### src/rtl/wb_sram_2port_arbiter_if.sv
// Bus interfaces for the two-port SRAM arbiter: a classic Wishbone leg and a
// generic byte-enable SRAM port.

interface wb_if #(
    parameter int ADR_WIDTH  = 32,
    parameter int DATA_WIDTH = 32
);
    logic                    cyc;
    logic                    stb;
    logic                    we;
    logic [ADR_WIDTH-1:0]    adr;
    logic [DATA_WIDTH/8-1:0] sel;
    logic [DATA_WIDTH-1:0]   dat_w;
    logic [DATA_WIDTH-1:0]   dat_r;
    logic                    ack;
    logic                    err;

    modport master (output cyc, stb, we, adr, sel, dat_w, input dat_r, ack, err);
    modport slave  (input cyc, stb, we, adr, sel, dat_w, output dat_r, ack, err);
endinterface

interface generic_sram_byte_en_if #(
    parameter int ADDRESS_WIDTH = 10,
    parameter int DATA_WIDTH    = 32
);
    logic [ADDRESS_WIDTH-1:0] addr;
    logic [DATA_WIDTH/8-1:0]  byte_en;
    logic [DATA_WIDTH-1:0]    write_data;
    logic [DATA_WIDTH-1:0]    read_data;
    logic                     write_en;
    logic                     read_en;

    modport sram_client (output addr, byte_en, write_data, write_en, read_en, input read_data);
    modport sram        (input addr, byte_en, write_data, write_en, read_en, output read_data);
endinterface

### src/rtl/wb_sram_2port_arbiter.sv
// Two Wishbone masters sharing one byte-enable SRAM with 1-cycle read latency.
// One transaction in flight: IDLE -> ACCESS (SRAM strobe) -> RESP (ACK).

module wb_sram_2port_arbiter #(
    parameter int ADDRESS_WIDTH  = 10,
    parameter int DATA_WIDTH     = 32,
    parameter int FIXED_PRIORITY = 0
) (
    input  logic clk,
    input  logic rstn,
    wb_if.slave  wb_s0,
    wb_if.slave  wb_s1,
    generic_sram_byte_en_if.sram_client sram_m
);
    localparam int W = $clog2(DATA_WIDTH / 8);

    typedef enum logic [1:0] {
        IDLE   = 2'd0,
        ACCESS = 2'd1,
        RESP   = 2'd2
    } state_t;

    state_t state_q;
    logic   grant_q;
    logic   last_q;

    logic   req0_s;
    logic   req1_s;
    logic   reqg_s;
    logic   rego_s;
    logic   weg_s;
    logic   unused_s;

    // A tie goes to port 0 under fixed priority, otherwise to the port not served last.
    function automatic logic pick(input logic r0, input logic r1, input logic last);
        logic p;
        if (r0 && !r1) begin
            p = 1'b0;
        end else if (!r0 && r1) begin
            p = 1'b1;
        end else if (FIXED_PRIORITY != 0) begin
            p = 1'b0;
        end else begin
            p = ~last;
        end
        return p;
    endfunction

    assign req0_s = wb_s0.cyc & wb_s0.stb;
    assign req1_s = wb_s1.cyc & wb_s1.stb;

    // Steer the granted master onto the SRAM; strobes only fire in ACCESS.
    always_comb begin
        if (grant_q) begin
            reqg_s             = req1_s;
            rego_s             = req0_s;
            weg_s              = wb_s1.we;
            sram_m.addr        = wb_s1.adr[ADDRESS_WIDTH-1+W:W];
            sram_m.byte_en     = wb_s1.sel;
            sram_m.write_data  = wb_s1.dat_w;
        end else begin
            reqg_s             = req0_s;
            rego_s             = req1_s;
            weg_s              = wb_s0.we;
            sram_m.addr        = wb_s0.adr[ADDRESS_WIDTH-1+W:W];
            sram_m.byte_en     = wb_s0.sel;
            sram_m.write_data  = wb_s0.dat_w;
        end
    end

    assign sram_m.write_en = (state_q == ACCESS) & reqg_s & weg_s;
    assign sram_m.read_en  = (state_q == ACCESS) & reqg_s & ~weg_s;

    assign wb_s0.ack   = (state_q == RESP) & ~grant_q & req0_s;
    assign wb_s1.ack   = (state_q == RESP) &  grant_q & req1_s;
    assign wb_s0.err   = 1'b0;
    assign wb_s1.err   = 1'b0;
    assign wb_s0.dat_r = sram_m.read_data;
    assign wb_s1.dat_r = sram_m.read_data;

    assign unused_s = ^{wb_s0.adr, wb_s1.adr};

    // Transaction sequencer; RESP hands straight to the other port when it is waiting.
    always_ff @(posedge clk or negedge rstn) begin
        if (!rstn) begin
            state_q <= IDLE;
            grant_q <= 1'b0;
            last_q  <= 1'b1;
        end else begin
            case (state_q)
                IDLE: begin
                    if (req0_s || req1_s) begin
                        grant_q <= pick(req0_s, req1_s, last_q);
                        state_q <= ACCESS;
                    end else begin
                        state_q <= IDLE;
                    end
                end
                ACCESS: begin
                    if (reqg_s) begin
                        state_q <= RESP;
                    end else begin
                        state_q <= IDLE;
                    end
                end
                RESP: begin
                    last_q <= grant_q;
                    if (rego_s) begin
                        grant_q <= ~grant_q;
                        state_q <= ACCESS;
                    end else begin
                        state_q <= IDLE;
                    end
                end
                default: begin
                    state_q <= IDLE;
                end
            endcase
        end
    end
endmodule

### src/flat_wrapper.sv
// flat-port wrapper written by rule: the top's interface ports become plain ports
module wb_sram_2port_arbiter_flat 
#(
    parameter int ADDRESS_WIDTH  = 10,
    parameter int DATA_WIDTH     = 32,
    parameter int FIXED_PRIORITY = 0
)
  (clk, rstn, wb_s0_cyc, wb_s0_stb, wb_s0_we, wb_s0_adr, wb_s0_sel, wb_s0_dat_w, wb_s0_dat_r, wb_s0_ack, wb_s0_err, wb_s1_cyc, wb_s1_stb, wb_s1_we, wb_s1_adr, wb_s1_sel, wb_s1_dat_w, wb_s1_dat_r, wb_s1_ack, wb_s1_err, sram_m_addr, sram_m_byte_en, sram_m_write_data, sram_m_write_en, sram_m_read_en, sram_m_read_data);
  wb_if #(.ADR_WIDTH(32), .DATA_WIDTH(DATA_WIDTH)) wb_s0_i ();
  wb_if #(.ADR_WIDTH(32), .DATA_WIDTH(DATA_WIDTH)) wb_s1_i ();
  generic_sram_byte_en_if #(.ADDRESS_WIDTH(ADDRESS_WIDTH), .DATA_WIDTH(DATA_WIDTH)) sram_m_i ();
  input  logic clk;
  input  logic rstn;
  input wire logic [$bits(wb_s0_i.cyc)-1:0] wb_s0_cyc;
  input wire logic [$bits(wb_s0_i.stb)-1:0] wb_s0_stb;
  input wire logic [$bits(wb_s0_i.we)-1:0] wb_s0_we;
  input wire logic [$bits(wb_s0_i.adr)-1:0] wb_s0_adr;
  input wire logic [$bits(wb_s0_i.sel)-1:0] wb_s0_sel;
  input wire logic [$bits(wb_s0_i.dat_w)-1:0] wb_s0_dat_w;
  output wire logic [$bits(wb_s0_i.dat_r)-1:0] wb_s0_dat_r;
  output wire logic [$bits(wb_s0_i.ack)-1:0] wb_s0_ack;
  output wire logic [$bits(wb_s0_i.err)-1:0] wb_s0_err;
  input wire logic [$bits(wb_s1_i.cyc)-1:0] wb_s1_cyc;
  input wire logic [$bits(wb_s1_i.stb)-1:0] wb_s1_stb;
  input wire logic [$bits(wb_s1_i.we)-1:0] wb_s1_we;
  input wire logic [$bits(wb_s1_i.adr)-1:0] wb_s1_adr;
  input wire logic [$bits(wb_s1_i.sel)-1:0] wb_s1_sel;
  input wire logic [$bits(wb_s1_i.dat_w)-1:0] wb_s1_dat_w;
  output wire logic [$bits(wb_s1_i.dat_r)-1:0] wb_s1_dat_r;
  output wire logic [$bits(wb_s1_i.ack)-1:0] wb_s1_ack;
  output wire logic [$bits(wb_s1_i.err)-1:0] wb_s1_err;
  output wire logic [$bits(sram_m_i.addr)-1:0] sram_m_addr;
  output wire logic [$bits(sram_m_i.byte_en)-1:0] sram_m_byte_en;
  output wire logic [$bits(sram_m_i.write_data)-1:0] sram_m_write_data;
  output wire logic [$bits(sram_m_i.write_en)-1:0] sram_m_write_en;
  output wire logic [$bits(sram_m_i.read_en)-1:0] sram_m_read_en;
  input wire logic [$bits(sram_m_i.read_data)-1:0] sram_m_read_data;
  assign wb_s0_i.cyc = wb_s0_cyc;
  assign wb_s0_i.stb = wb_s0_stb;
  assign wb_s0_i.we = wb_s0_we;
  assign wb_s0_i.adr = wb_s0_adr;
  assign wb_s0_i.sel = wb_s0_sel;
  assign wb_s0_i.dat_w = wb_s0_dat_w;
  assign wb_s0_dat_r = wb_s0_i.dat_r;
  assign wb_s0_ack = wb_s0_i.ack;
  assign wb_s0_err = wb_s0_i.err;
  assign wb_s1_i.cyc = wb_s1_cyc;
  assign wb_s1_i.stb = wb_s1_stb;
  assign wb_s1_i.we = wb_s1_we;
  assign wb_s1_i.adr = wb_s1_adr;
  assign wb_s1_i.sel = wb_s1_sel;
  assign wb_s1_i.dat_w = wb_s1_dat_w;
  assign wb_s1_dat_r = wb_s1_i.dat_r;
  assign wb_s1_ack = wb_s1_i.ack;
  assign wb_s1_err = wb_s1_i.err;
  assign sram_m_addr = sram_m_i.addr;
  assign sram_m_byte_en = sram_m_i.byte_en;
  assign sram_m_write_data = sram_m_i.write_data;
  assign sram_m_write_en = sram_m_i.write_en;
  assign sram_m_read_en = sram_m_i.read_en;
  assign sram_m_i.read_data = sram_m_read_data;
  wb_sram_2port_arbiter #(.ADDRESS_WIDTH(ADDRESS_WIDTH), .DATA_WIDTH(DATA_WIDTH), .FIXED_PRIORITY(FIXED_PRIORITY)) u_core (.clk(clk), .rstn(rstn), .wb_s0(wb_s0_i), .wb_s1(wb_s1_i), .sram_m(sram_m_i));
endmodule
### config.mk
export PLATFORM = sky130hd
export DESIGN_NAME = wb_sram_2port_arbiter_flat
export DESIGN_NICKNAME = d
export VERILOG_FILES = /design/src/rtl/wb_sram_2port_arbiter_if.sv /design/src/rtl/wb_sram_2port_arbiter.sv /design/src/flat_wrapper.sv
export SDC_FILE = /design/constraint.sdc
export NUM_CORES = 1
export LEC_CHECK = 0
export BUFFER_PORTS_ARGS = -buffer_cell sky130_fd_sc_hd__clkbuf_2
export CAP_MARGIN = 20
export CORE_AREA = 5 5 111 113
export DETAILED_ROUTE_END_ITERATION = 7
export DIE_AREA = 0 0 116 118
export SKIP_CTS_REPAIR_TIMING = 1
export SYNTH_ARGS = -nofsm -noshare
export SYNTH_HDL_FRONTEND = slang
export SYNTH_SLANG_ARGS = --single-unit
### constraint.sdc
create_clock -name clk -period 1.5 [get_ports clk]
set_input_delay 0.225 -clock clk [delete_from_list [all_inputs] [get_ports clk]]
set_output_delay 0.225 -clock clk [all_outputs]
set_load 0.01 [all_outputs]
# Word-level counts from Yosys, hierarchy flattened
# Cells that the tools add are included.
# W data, S select, Z words.
[word_totals]
ramBits = 0
register_bits = 4
romBits = 0
out_inout_bits = 116
latch_bits = 0
mem_count = 0
wordCells = 42
[op_classes]
n_reduce_logical = 8
div_mod_pow = 0
n_shift = 0
n_mul = 0
mux = 15
eq_ne = 4
add_sub_neg = 0
n_bitwise = 12
n_lt_le_gt_ge = 0
[ops]
columns = ["op", "n"]
rows = [
  ["$mux W32", 1],
  ["$mux W10", 1],
  ["$and A1 B1 Y1", 9],
  ["$mux W1", 9],
  ["$pmux W2 S3", 1],
  ["$mux W4", 1],
  ["$ne A2 B1 Y1 const B", 2],
  ["$not A1 Y1", 3],
  ["$reduce_and A3 Y1", 1],
  ["$eq A2 B1 Y1 const B", 1],
  ["$eq A2 B2 Y1 const B", 1],
  ["$logic_and A1 B1 Y1", 2],
  ["$logic_not A1 Y1", 2],
  ["$logic_not A2 Y1", 1],
  ["$mux W2", 1],
  ["$pmux W1 S2", 1],
  ["$reduce_bool A2 Y1", 1],
  ["$logic_or A1 B1 Y1", 1],
]

# Logic depth before layout (Yosys ltp)
[depth]
ltp_word = 7
depth_mapped = 4
mapped_depth_nobuf = 3

# Worst setup path before layout
# OpenSTA, ideal clock, no wires.
[synth_timing]
path_type = "flip-flop to output port"
from = "register u_core.grant_q"
to = "output port sram_m_read_en"
path_slack_ps = 145
required_time_ps = 1275
arrival_ps = 1130
stages_incl_launch_ff = 5
n_path_buf = 1
path_cell_list = "dfrtp_1 buf_6 nand3b_1 a211o_1 nor2b_1"
[synth_via]
elab_chain_len = 3
word_cells_on_any_way = 5
cone_classes = "2 x mux; 3 x bitwise"
[synth_lines]
columns = ["element", "line", "rtl"]
rows = [
  ["start: declaration", "wb_sram_2port_arbiter.sv:24", "logic grant_q;"],
  ["start signal: assignment", "wb_sram_2port_arbiter.sv:93", "grant_q <= pick(req0_s, req1_s, last_q);"],
  ["start signal: assignment", "wb_sram_2port_arbiter.sv:109", "grant_q <= ~grant_q;"],
  ["$mux W1", "wb_sram_2port_arbiter.sv:54", "if (grant_q) begin"],
  ["$and A1 B1 Y1 or $not A1 Y1 (tied branches)", "wb_sram_2port_arbiter.sv:72", "assign sram_m.read_en = (state_q == ACCESS) & reqg_s & ~weg_s;"],
  ["$and A1 B1 Y1 *", "wb_sram_2port_arbiter.sv:72", ""],
  ["end: declaration", "flat_wrapper.sv:36", "output wire logic [$bits(sram_m_i.read_en)-1:0] sram_m_read_en;"],
]
# Mark *: on every way between the ends. The rest lies on a longest branch, timed or not.

# Worst setup path in the final report
[layout_timing]
from = "register u_core.grant_q"
to = "output port sram_m_write_data[29]"
[layout_via]
elab_chain_len = 1
[layout_lines]
columns = ["element", "line", "rtl"]
rows = [
  ["$mux W32", "wb_sram_2port_arbiter.sv:54", ""],
  ["end: declaration", "flat_wrapper.sv:34", "output wire logic [$bits(sram_m_i.write_data)-1:0] sram_m_write_data;"],
]
# No other way between the ends.

==> out/results.tsv <==
stage	metric	value	unit
yosys	Synth Cell Area	1290	um2
grt	antenna violations before repair	0	
finish	final instance area	1940	um2
setup_path	Crit Reg-Reg Endpoint	u_core.state_q[0]	
setup_path	worst endpoint required time	1270	ps
setup_path	CP startpoint kind	flip-flop	
yosys	Seq/Total Area, Yosys	7.84	%
min_path	Hold Path End	u_core.state_q[0]	
finish	ant diodes	0	
floorplanning	io pins	292	
routing	ANT nets after route	0	
finish	synthesis-to-layout area growth	50.4	%
floorplanning	die area	13700	um2
yosys	Synth top area share	40.9	%
routing	drc violations	0	
grt	gr ovfl total	0	
clocking	Sink Count	4	
run_status	status	finished, violations left	
clocking	Longest Clk Path Bufs	2	
timing	min Tclk post-route	1640	ps
power_and_ir_drop	Cell Pwr Density	1110	nW/um2
floorplanning	Die Y	118	um
timing	skew final	3.06	ps
finish	nets@finish	412	
clocking	cts bufs inserted	3	
yosys	Synth Register Bits	4	
floorplanning	Core Rows	39	
timing	Final WS setup	-139	ps
clocking	Clock Latency Late Sink	220	ps
finish	layout cell share with drive strength beyond 1	88.5	%
routing	wl on met1	1590	um
clocking	register clock-pin slew on the reported worst setup and hold paths	30	ps
timing	period utilization	109	%
routing	metal2 WL	2330	um
routing	initial DRC count	41	
power_and_ir_drop	leak pwr	1.03	nW
routing	metal3 WL	518	um
min_path	Worst Min Path Start	wb_s1_stb	
setup_path	worst reg2reg startpoint	u_core.grant_q	
grt	number of global-route vias before repair	1274	
timing	Final setup viols	48	
routing	Routed WL	4540	um
setup_path	R2R Setup Slk	150	ps
job	Max-cap violations	0	
finish	Finished Core Util	17.3	%
yosys	area leader, netlist	mux2_2	
clocking	CTS root buffer	clkbuf_16	
grt	total track usage	5.48	%
floorplanning	starting density of the core	11.5	%
clocking	CTS tree	yes	
min_path	Hold Crit Class	in2reg	
routing	via count	1291	
run_status	failing checks	negative setup slack	
floorplanning	die span in x	116	um
floorplanning	Core Region	11200	um2
placed_design	dpl cell area	1710	um2
clocking	H-tree depth	1	
routing	Top Metal Used	met4	
placed_design	gpl congestion	0.778	
routing	1st-pass router iterations	2	
yosys	synth unique cells	22	
setup_path	Crit. End Element	primary output	
yosys	syn_area_per_cell	8.85	um2
placed_design	# port buffers	149	
min_path	hold depth	3	
setup_path	crit path max fanout	9	
setup_path	worst path arrival time	1410	ps
timing	unrepaired setup endpoints after global routing	true	
placed_design	hpwl dp	3930	um
timing	fmax	610	MHz
power_and_ir_drop	Peak supply drop	477	uV
yosys	YS warnings	0	
routing	post-DR wirelength/cell	12.0	um
grt	largest net degree at the start of global routing	28	
grt	global-route wire length before repair	6180	um
timing	final hold slack	349	ps
yosys	Synth Instances	146	
timing	Pins Over Slew Limit	0	
setup_path	CP Class	reg2out	
timing	Hold Vio Cnt, Final	0	
routing	Vias/cell	3.42	
setup_path	R2R cell count	3	
yosys	Synth area leaders	mux2_2 (41%), buf_4 (38%), dfrtp_1 (5.8%)	
-- worst max path at each step --
stage	from	to	slack, ps	cells past startpoint
floorplan	u_core.grant_q	sram_m_read_en	140	4
global placement	u_core.grant_q	sram_m_write_data[18]	20	3
detailed placement	u_core.grant_q	sram_m_write_data[23]	-1	3
CTS	u_core.grant_q	sram_m_write_data[23]	-230	3
global route	u_core.grant_q	sram_m_write_en	-180	4
finish	u_core.grant_q	sram_m_write_data[29]	-140	4
-- stage by stage --
| step | TNS (ps) | cells | worst slack (ps) | power (mW) |
|---|---|---|---|---|
| global route | -7140 | 378 | -180 | 2.29 |
| global placement | 0 | 370 | 22.3 | 1.45 |
| detailed placement | -1.39 | 370 | -1.39 | 1.48 |
| floorplan | 0 | 147 | 145 | 1.16 |
| finish | -5320 | 378 | -139 | 2.16 |
| CTS | -7660 | 374 | -231 | 1.91 |
-- cells in the final DEF, fill, tap and decap left out, types with 2 or more instances in the layout --
master / netlist / final
nor3_1: 2 / 2
inv_1: 2 / 2
buf_12: 0 / 2
nand2_1: 4 / 4
dfrtp_1: 3 / 2
clkbuf_2: 0 / 141
nand3_1: 2 / 2
clkbuf_16: 0 / 5
buf_6: 1 / 7
conb_1: 1 / 2
mux2_2: 47 / 45
nor2_1: 2 / 2
mux2_4: 0 / 2
buf_2: 5 / 2
-- cells by family (layout without fill, tap and decap cells) --
group                  after synthesis  after routing  synth area share (%)
multiplexers                        48             48                  41.7
AND/OR/NAND/NOR                     14             14                  5.52
AO/OA/AOI/OAI                        5              5                  2.90
buffers and inverters               74            162                  41.7
other                                1              2                 0.290
flip-flops                           4              4                  7.84
-- Yosys cell counts (all sizes together) --
cell type   n
a31oi       1
a311oi      1
dfrtp       3
nand3       2
dfstp       1
mux2i       1
a221oi      1
nand3b      1
nor4b       1
nor3        2
nor2b       1
inv         2
nand2       4
a211o       1
o21ai       1
conb        1
mux2       47
buf        72
nand2b      1
nor2        2
-- state kept, by name (all words and copies together), names as in the netlist --
register,count
u_core.state_q,2
u_core.last_q,1
u_core.grant_q,1
-- routing by layer --
layer  up-vias  global-route usage (%)
li1        609                       -
met1       586                    5.76
met2        79                    9.93
met3        17                    1.08
met4         0                    3.05
met5         -                       0
-- where the power goes --
group	total (mW)	switching, mW	internal (mW)
logic	1.55	0.651	0.897
clock network	0.427	0.0758	0.351
registers	0.186	0.0373	0.149
-- critical path: stages (launching register included) --
cell       delay (ps)
dfrtp_2           430
buf_12            140
clkbuf_16         150
mux2_2            330
clkbuf_2          130
-- layout make-up --
class,count,area (um2)
flip-flops and latches,4,103
repair buffers,156,910
multi-input cells,69,667
well taps,143,179
clock buffers,4,78.8
fillers,1253,9280
inverters,2,7.51
Power figures use the tool's default switching activity.
